File: src/rtl/usreg_sipo_rx.sv
// usreg_sipo_rx: serial-to-parallel receiver with a one-deep valid/ready output buffer.
// Define PARITY_CHECK_EN to expect one trailing even-parity bit per word.
module usreg_sipo_rx #(
    parameter int unsigned WIDTH = 4
) (
    input  logic             clk,
    input  logic             rst,
    input  logic             serial_in,
    input  logic             ser_valid,
    input  logic             ser_first,
    input  logic             lsb_first,
    output logic [WIDTH-1:0] dout,
    output logic             dout_valid,
    input  logic             dout_ready,
    output logic             par_err,
    output logic             overrun,
    output logic             frame_err
);
    localparam int unsigned CW = $clog2(WIDTH + 1);

`ifdef PARITY_CHECK_EN
    typedef enum logic [1:0] {ST_IDLE, ST_SHIFT, ST_PARITY} state_t;
`else
    typedef enum logic {ST_IDLE, ST_SHIFT} state_t;
`endif

    state_t           r_state;
    state_t           w_state_nxt;
    logic [WIDTH-1:0] r_sh;
    logic [WIDTH-1:0] w_sh_nxt;
    logic [WIDTH-1:0] w_base;
    logic [WIDTH-1:0] w_shifted;
    logic [CW-1:0]    r_cnt;
    logic [CW-1:0]    w_cnt_nxt;
    logic             r_lsb;
    logic             w_lsb_nxt;
    logic             w_lsb_eff;
    logic             w_start;
    logic             w_done;
    logic             w_frame;
    logic             r_done;
    logic [WIDTH-1:0] r_dout;
    logic             r_dout_valid;
    logic             r_overrun;
    logic             r_frame_err;
`ifdef PARITY_CHECK_EN
    logic             w_par;
    logic             r_par_pend;
    logic             r_par_err;
`endif

    always_ff @(posedge clk or posedge rst) begin
        if (rst) begin
            r_state <= ST_IDLE;
        end else begin
            r_state <= w_state_nxt;
        end
    end

    always_comb begin
        w_state_nxt = r_state;
        w_sh_nxt    = r_sh;
        w_cnt_nxt   = r_cnt;
        w_lsb_nxt   = r_lsb;
        w_done      = 1'b0;
        w_frame     = 1'b0;
`ifdef PARITY_CHECK_EN
        w_par       = 1'b0;
`endif
        w_start     = ser_valid & ser_first;
        // A new word shifts into a cleared register using the direction sampled with its first bit.
        w_lsb_eff   = w_start ? lsb_first : r_lsb;
        w_base      = w_start ? '0 : r_sh;
        w_shifted   = w_lsb_eff ? {serial_in, w_base[WIDTH-1:1]}
                                : {w_base[WIDTH-2:0], serial_in};

        if (w_start) begin
            w_frame     = (r_state != ST_IDLE);
            w_state_nxt = ST_SHIFT;
            w_sh_nxt    = w_shifted;
            w_cnt_nxt   = CW'(1);
            w_lsb_nxt   = lsb_first;
        end else if (ser_valid) begin
            case (r_state)
                ST_SHIFT: begin
                    w_sh_nxt  = w_shifted;
                    w_cnt_nxt = r_cnt + CW'(1);
                    if (r_cnt == CW'(WIDTH - 1)) begin
`ifdef PARITY_CHECK_EN
                        w_state_nxt = ST_PARITY;
`else
                        w_done      = 1'b1;
                        w_state_nxt = ST_IDLE;
                        w_cnt_nxt   = '0;
`endif
                    end
                end
`ifdef PARITY_CHECK_EN
                ST_PARITY: begin
                    w_done      = 1'b1;
                    w_par       = ^{r_sh, serial_in};
                    w_state_nxt = ST_IDLE;
                    w_cnt_nxt   = '0;
                end
`endif
                default: ;
            endcase
        end
    end

    always_ff @(posedge clk or posedge rst) begin
        if (rst) begin
            r_sh        <= '0;
            r_cnt       <= '0;
            r_lsb       <= 1'b0;
            r_done      <= 1'b0;
            r_frame_err <= 1'b0;
`ifdef PARITY_CHECK_EN
            r_par_pend  <= 1'b0;
`endif
        end else begin
            r_sh        <= w_sh_nxt;
            r_cnt       <= w_cnt_nxt;
            r_lsb       <= w_lsb_nxt;
            r_done      <= w_done;
            r_frame_err <= w_frame;
`ifdef PARITY_CHECK_EN
            r_par_pend  <= w_par;
`endif
        end
    end

    // r_sh still holds the completed word during the cycle r_done is set.
    always_ff @(posedge clk or posedge rst) begin
        if (rst) begin
            r_dout       <= '0;
            r_dout_valid <= 1'b0;
            r_overrun    <= 1'b0;
`ifdef PARITY_CHECK_EN
            r_par_err    <= 1'b0;
`endif
        end else begin
            r_overrun <= 1'b0;
            if (r_done) begin
                if (!r_dout_valid || dout_ready) begin
                    r_dout       <= r_sh;
                    r_dout_valid <= 1'b1;
`ifdef PARITY_CHECK_EN
                    r_par_err    <= r_par_pend;
`endif
                end else begin
                    r_overrun <= 1'b1;
                end
            end else if (r_dout_valid && dout_ready) begin
                r_dout_valid <= 1'b0;
`ifdef PARITY_CHECK_EN
                r_par_err    <= 1'b0;
`endif
            end
        end
    end

    assign dout       = r_dout;
    assign dout_valid = r_dout_valid;
    assign overrun    = r_overrun;
    assign frame_err  = r_frame_err;
`ifdef PARITY_CHECK_EN
    assign par_err    = r_par_err;
`else
    assign par_err    = 1'b0;
`endif

endmodule

File: config.mk
export PLATFORM = sky130hd
export DESIGN_NAME = usreg_sipo_rx
export DESIGN_NICKNAME = d
export VERILOG_FILES = /design/src/rtl/usreg_sipo_rx.sv
export SDC_FILE = /design/constraint.sdc
export NUM_CORES = 1
export LEC_CHECK = 0
export ABC_AREA = 0
export BUFFER_PORTS_ARGS = -buffer_cell sky130_fd_sc_hd__buf_2
export CAP_MARGIN = 20
export CORE_MARGIN = 1.5
export CORE_UTILIZATION = 54
export DETAILED_ROUTE_END_ITERATION = 10
export GPL_ROUTABILITY_DRIVEN = 0
export MAX_ROUTING_LAYER = met4
export PLACE_DENSITY = 0.79
export SLEW_MARGIN = 20
export SYNTH_ARGS = -nofsm -noshare
export SYNTH_HDL_FRONTEND = slang
export SYNTH_SLANG_ARGS = --single-unit
export TNS_END_PERCENT = 5
File: constraint.sdc
create_clock -name clk -period 2.47 [get_ports clk]
set_input_delay 0.494 -clock clk [delete_from_list [all_inputs] [get_ports clk]]
set_output_delay 0.494 -clock clk [all_outputs]
set_load 0.01 [all_outputs]
==> flow_summary_export.csv, run 1 <==
group,metric,value,unit
outcome,run_status,"completed",
sta,max-slew-margin-rel,59.1,%
logic_synthesis,synth_top_family_by_area,"simple AND/OR/NAND/NOR gates",
global_route,first_global_vias,426,
logic_synthesis,synth_compound_gate_area_share,11.8,%
cts,clock_path_buffers,2,
global_route,gr-max-usage-layer,"met2",
critical_path,crit_family,"flip-flops",
power,totalPowerFinal,701,µW
logic_synthesis,yosys.area_share.simple,12.8,%
critical_path,crit_path_cell_trace,"buf_2",
die,start_util,57.1,%
logic_synthesis,yosys.cell_types.count,23,
cells_and_area,fin_area,831,µm²
logic_synthesis,synth.yosys.warnings,0,
routing,wirelength,1.04,mm
logic_synthesis,synth_adder_area_share,1.71,%
logic_synthesis,synth-seq-area-share,58.0,%
cells_and_area,layout.cells.most_common,"dfrtp_1",
cells_and_area,n_antenna_cell,0,
routing,dr.first_iter.drc_count,1,
global_route,grt_first_pass_wirelength,1.70,mm
sta,timing_hold_violations_final,0,
critical_path,ff2ff_setup_slack,1320,ps
sta,transition_at_the_pin_with_the_smallest_max_transition_slack,613,ps
global_route,grt.met1_usage,22.3,%
global_route,antenna_found_initial,0,
cells_and_area,final_instance_count_excl_fillers,99,
logic_synthesis,synth-async-reset-ratio,100,%
cells_and_area,mostFrequentLayoutCells,"dfrtp_1 (17), buf_2 (13), nand2_1 (9), o21ai_1 (6), inv_1 (5)",
routing,drt-vias-per-instance,5.10,
cells_and_area,post_synthesis_to_final_layout_area_growth,13.3,%
placed_design,io_buffers,13,
cells_and_area,layout-drive-gt1-share,21.4,%
routing,drcViolationCount,0,
die,coreArea,0.00128,mm²
logic_synthesis,synth_nets,77,
global_route,largest_net_degree_at_the_start_of_global_routing,18,
global_route,gr-usage-all-layers,17.5,%
critical_path,max_stage_delay,390,ps
routing,vias,505,
cts,ctsRootBufferMaster,"clkbuf_4",
power,leakagePower,0.000440,µW
logic_synthesis,synth_enable_flop_cells,0,
cts,cts-buffers-inserted,3,
critical_path,kind_of_start_point_of_the_critical_path,"register",
logic_synthesis,post_synth_instance_area,733,µm²
cts,clock_tree_from_tritoncts,"built",
critical_path,cp-startpoint,"dout_valid$_DFFE_PP0P_",
critical_path,category_of_the_worst_setup_path_capture_point,"primary output",
critical_path,cp_slowest_cell,"dfrtp_1",
cells_and_area,design.final.nets,93,
critical_path,critical_path_arrival,800,ps
critical_path,worstPathMaxFanout,2,
critical_path,worst-path-stages,1,
critical_path,cp-endpoint,"dout_valid",
cts,worst_skew_pair.late_latency,270,ps
die,die_area,0.00159,mm²
cts,cts.reportedPaths.clkPinSlew,90,ps
logic_synthesis,post_synth_xor_area_fraction,0,%
critical_path,timing.rr.end,"r_sh[0]$_DFFE_PP0P_",
cts,post_cts_resized,0,
global_route,global_route.usage.met3,3.41,%
routing,drt_pass1_iterations,2,
placed_design,detailedPlacementHpwl,795,µm
critical_path,worst_r2r_src,"r_lsb$_DFF_PP0_",
critical_path,required,1980,ps
die,die-height,39.9,µm
run,max_cap_viol_count,0,
logic_synthesis,yosys-mux-area-fraction,10.4,%
routing,wire_per_inst,10.5,µm
cts,numClockSinks,17,
sta,maxClockFrequency,0.775,GHz
sta,count_of_final_max_slew_check_failures,0,
hold_path,hold_path.class,"input port to asynchronous set/reset pin",
placed_design,placement.cell_area,805,µm²
logic_synthesis,synth_seq_cells,17,
sta,setup_violations,0,
die,die_x,39.9,µm
sta,period_needed,1290,ps
placed_design,placed_cells,95,
sta,unrepaired_setup_endpoints_after_global_routing,"false",
die,rows,13,
global_route,grt-ovfl-total,0,
cts,cts_setup_buffers,0,
power,max-vdd-ir-drop,0.000436,V
cts,cts.hold.buffers_added,0,
global_route,met2_usage,25.8,%
logic_synthesis,synthFlopType,"dfrtp_1",
critical_path,worstPathBufferInverterCount,1,
sta,timing.clock.skew,1.01,ps
die,io_pins,15,
routing,drtAntennaViolNets,0,
logic_synthesis,postSynthCellCount,69,
cts,htree_num_levels,1,
critical_path,worstSetupPathType,"register to primary output",
sta,timing.final.crit_share,52.2,%
sta,timing.setup.tns,0,ps
power,p_per_area,844,mW/mm²
critical_path,reg2regPathDepth,3,
logic_synthesis,synth_area_per_cell,10.6,µm²
[synth_stat cells, types with 2 or more instances]
cell | instances | area (µm²)
inv_1 | 5 | 18.8
mux2_1 | 4 | 45.0
o21ai_1 | 6 | 30.0
o21a_1 | 2 | 15.0
or2_1 | 2 | 12.5
dfrtp_1 | 17 | 425
nand2b_1 | 2 | 12.5
a21oi_1 | 3 | 15.0
and3_1 | 2 | 12.5
nor2_1 | 4 | 15.0
mux2i_1 | 2 | 20.0
nand2_1 | 9 | 33.8
[cell families (layout without fill, tap and decap cells)]
| kind of cell | after synthesis | count (layout) |
|---|---|---|
| AO/OA/AOI/OAI | 15 | 15 |
| adder cells (fa/ha/maj) | 1 | 1 |
| buffers and inverters | 8 | 23 |
| flip-flops | 17 | 17 |
| multiplexers | 7 | 7 |
| other | 1 | 1 |
| AND/OR/NAND/NOR | 20 | 20 |
[worst min path at each step]
stage / slack [ps] / from / endpoint
floorplan: 420 / rst / dout[0]$_DFFE_PP0P_
global placement: 450 / r_done$_DFF_PP0_ / dout_valid$_DFFE_PP0P_
detailed placement: 470 / r_done$_DFF_PP0_ / dout_valid$_DFFE_PP0P_
CTS: 300 / rst / dout[1]$_DFFE_PP0P_
global route: 340 / rst / dout[1]$_DFFE_PP0P_
finish: 280 / rst / overrun$_DFF_PP0_
[sequential cells by signal (all words and copies together) (netlist names)]
name        flops
overrun         1
r_sh            4
r_cnt           3
r_lsb           1
dout_valid      1
frame_err       1
dout            4
r_done          1
r_state         1
[layout make-up]
type                            instances  area (µm²)
Timing Repair Buffer                   13        65.1
Tap cell                               15        18.8
Multi-Input combinational cell         44         273
Clock buffer                            4        26.3
Fill cell                              98         454
Sequential cell                        17         425
Inverter                                6        22.5
[power breakdown]
part	switching (µW)	internal, µW
sequential	47.6	344
clock	75.2	62.5
combinational	89.3	82.3
total	212	489
[per-layer routing]
layer | share of wire [%] | wire length, µm
met1 | 51 | 530
met2 | 43 | 449
met3 | 3.8 | 40
met4 | 2.1 | 22
met5 | 0 | 0
[stage by stage]
step                hold WS [ps]  worst slack [ps]  utilization (%)
floorplan                    420              1220                -
global placement             452              1110             62.6
global route                 339              1140             64.7
detailed placement           466              1080             62.6
finish                       277              1180             64.7
CTS                          300              1170             64.7
Power figures use the tool's default switching activity.
==> run 2: changes to the inputs <==
--- a/config.mk
+++ b/config.mk
@@ -5,15 +5,15 @@
 export SDC_FILE = /design/constraint.sdc
 export NUM_CORES = 1
 export LEC_CHECK = 0
-export ABC_AREA = 0
+export ABC_AREA = 1
 export BUFFER_PORTS_ARGS = -buffer_cell sky130_fd_sc_hd__buf_2
 export CAP_MARGIN = 20
 export CORE_MARGIN = 1.5
-export CORE_UTILIZATION = 54
+export CORE_UTILIZATION = 46
 export DETAILED_ROUTE_END_ITERATION = 10
 export GPL_ROUTABILITY_DRIVEN = 0
 export MAX_ROUTING_LAYER = met4
-export PLACE_DENSITY = 0.79
+export PLACE_DENSITY = 0.71
 export SLEW_MARGIN = 20
 export SYNTH_ARGS = -nofsm -noshare
 export SYNTH_HDL_FRONTEND = slang
==> constraint.sdc (replaced) <==
create_clock -name clk -period 1.1 [get_ports clk]
set_input_delay 0.22 -clock clk [delete_from_list [all_inputs] [get_ports clk]]
set_output_delay 0.22 -clock clk [all_outputs]
set_load 0.01 [all_outputs]
==> run 2 against run 1 <==
  * Global-route usage shrank 0.70 points
  * Clock power rose by 150%
  * Synthesized area stayed put
  * Via count rose by 13%
  * Synthesized cell count is 19% higher
  * Sequential cell count is the same
  * Wire length is 12% higher
  * Combinational power rose to 2.7 times the previous value
  * Power is 140% higher
  * First-iteration DRC count rose to 12 times the previous value
  * Register-to-register slack got worse by 1200 ps
  * Critical endpoint is now dout[2]
==> flow_summary_export.csv, run 2 <==
group,metric,value,unit
outcome,run_status,"completed",
logic_synthesis,synthFlopType,"dfrtp_1",
power,power.internal,1110,µW
logic_synthesis,synth-seq-area-share,58.0,%
critical_path,max_stage_delay,390,ps
global_route,grt-ovfl-total,0,
hold_path,min_path_cells,2,
cts,htree_num_levels,1,
power,power.sequential.fraction,52.2,%
logic_synthesis,postSynthCellCount,82,
die,coreArea,0.00151,mm²
routing,wire_per_inst,10.1,µm
sta,setup_violations,0,
global_route,first_global_vias,519,
routing,drcViolationCount,0,
cells_and_area,mostFrequentLayoutCells,"nand2_1 (22), dfrtp_1 (17), buf_2 (13), inv_1 (10), nand3_1 (7)",
sta,maxClockFrequency,0.962,GHz
logic_synthesis,synth_commonest_cells,"nand2_1 (22), dfrtp_1 (17), inv_1 (10)",
power,combinational_share_of_power,27.7,%
logic_synthesis,yosys.cell_types.count,17,
power,sw_frac_of_total,34.0,%
critical_path,reg2regPathDepth,5,
logic_synthesis,yosys.cell_count.top_type,"nand2_1",
routing,drtAntennaViolNets,0,
sta,timing.final.crit_share,94.5,%
critical_path,kind_of_start_point_of_the_critical_path,"register",
critical_path,critical_path_arrival,820,ps
critical_path,worst-path-stages,1,
die,die_x,42.9,µm
logic_synthesis,synth_nets,90,
die,die-height,42.9,µm
run,max_cap_viol_count,0,
routing,drt_pass1_iterations,4,
logic_synthesis,synth_top_cell_by_area,"dfrtp_1",
logic_synthesis,yosys-top-cells-area,"dfrtp_1 (58%), nand2_1 (11%), inv_1 (5.1%), nand3_1 (4.8%), nand2_2 (3.4%)",
critical_path,category_of_the_worst_setup_path_capture_point,"primary output",
power,p_per_area,1960,mW/mm²
power,power.share.clock,20.1,%
placed_design,detailedPlacementHpwl,904,µm
cts,cts_setup_buffers,0,
logic_synthesis,synth_top_area_share,58.0,%
critical_path,required,880,ps
cells_and_area,post_synthesis_to_final_layout_area_growth,17.1,%
cells_and_area,layout-drive-gt1-share,26.0,%
cts,numClockSinks,17,
routing,vias,570,
global_route,antenna_found_initial,0,
cts,clock_tree_from_tritoncts,"built",
cts,clock_path_buffers,2,
die,die_area,0.00184,mm²
power,leakagePower,0.000467,µW
critical_path,crit_path_cell_trace,"buf_2",
die,rows,14,
power,net-switching-power,573,µW
routing,wirelength,1.17,mm
logic_synthesis,synth_area_per_cell,8.94,µm²
sta,hold-worst-slack,144,ps
logic_synthesis,synth.yosys.warnings,0,
critical_path,worstSetupPathType,"register to primary output",
critical_path,cp_slowest_cell,"dfrtp_1",
die,io_pins,15,
cts,cts.reportedPaths.clkPinSlew,100,ps
logic_synthesis,post_synth_instance_area,733,µm²
sta,timing_hold_violations_final,0,
cells_and_area,n_fill_cell,139,
logic_synthesis,synth-async-reset-ratio,100,%
critical_path,worstPathBufferInverterCount,1,
global_route,largest_net_degree_at_the_start_of_global_routing,12,
sta,period_needed,1040,ps
cells_and_area,n_antenna_cell,0,
logic_synthesis,synth_seq_cells,17,
routing,drt-vias-per-instance,4.91,
cts,post_cts_resized,0,
global_route,gr-usage-all-layers,16.8,%
placed_design,io_buffers,13,
critical_path,worstPathMaxFanout,2,
cts,cts-buffers-inserted,3,
sta,count_of_final_max_slew_check_failures,0,
logic_synthesis,synth_enable_flop_cells,0,
sta,timing.clock.skew,8.41,ps
cts,ctsRootBufferMaster,"clkbuf_4",
die,start_util,48.7,%
routing,dr.first_iter.drc_count,12,
critical_path,crit_family,"flip-flops",
sta,timing.setup.tns,0,ps
hold_path,hold_path.class,"input port to register",
sta,unrepaired_setup_endpoints_after_global_routing,"false",
cells_and_area,design.final.nets,109,
global_route,grt_first_pass_wirelength,2.21,mm
cells_and_area,layout.cells.most_common,"nand2_1",
power,max-vdd-ir-drop,0.000962,V
cts,worst_skew_pair.late_latency,290,ps
run 2: cell types whose count changed after synthesis, sizes merged, moves of 3 or more:
cell / delta
nand2: +17
inv: +5
mux2: -5
o211ai: +3
nand3: +7
run 2: stage by stage:
stage	util [%]	total power (µW)	instances	area (µm²)	setup WS (ps)
floorplan	-	1210	82	733	215
global placement	54.3	1350	111	818	149
detailed placement	54.3	1360	111	818	139
CTS	57.0	1710	116	858	49.8
global route	57.0	1830	116	858	22.1
finish	57.0	1680	116	858	61.0
run 2: cell families after synthesis:
kind of cell | after synthesis | share of synthesized area, %
simple gates | 39 | 23.0
flops | 17 | 58.0
buf+inv | 13 | 7.17
compound gates | 11 | 9.56
fa+ha+maj | 1 | 1.71
other cells | 1 | 0.511
run 2: path summary, 6_finish.rpt:
| kind | from | to | slack [ps] |
|---|---|---|---|
| setup / recovery | dout[2]$_DFFE_PP0P_ | dout[2] | 60 |
| hold / removal | ser_first | r_done$_DFF_PP0_ | 140 |
| min in group asynchronous | rst | frame_err$_DFF_PP0_ | 370 |
| hold reg to reg | dout[3]$_DFFE_PP0P_ | dout[3]$_DFFE_PP0P_ | 470 |
| max in group asynchronous | rst | r_sh[0]$_DFFE_PP0P_ | 300 |
| setup reg to reg | r_state$_DFFE_PP0P_ | r_sh[0]$_DFFE_PP0P_ | 120 |
run 2: what timing repair did:
action	4_1_cts	5_1_grt
hold buffers	1	0
setup endpoints to repair	0	0
endpoints found under the hold margin	6	0
run 2: layout make-up:
type | count | area (µm²) | share of cell area (%)
Clock buffer | 3 | 22.5 | 2.62
Multi-Input combinational cell | 52 | 255 | 29.7
Timing Repair Buffer | 15 | 82.6 | 9.62
Tap cell | 16 | 20.0 | 2.33
Inverter | 12 | 45.0 | 5.25
Sequential cell | 17 | 425 | 49.6
Clock inverter | 1 | 7.51 | 0.875
run 2: metal layers:
metal / part of all wire, % / global-route usage (%)
met3: 6.1 / 3.83
met1: 44 / 21.3
met2: 47 / 24.8
met4: 2.5 / 9.38
met5: 0 / -
run 2: power by group through the flow:
stage | combinational, µW | clock (µW) | sequential, µW
2_1_floorplan | 299 | 0 | 913
3_3_place_gp | 463 | 0 | 890
3_5_place_dp | 470 | 0 | 892
4_1_cts | 475 | 356 | 879
5_1_grt | 556 | 369 | 901
6_report | 466 | 339 | 879
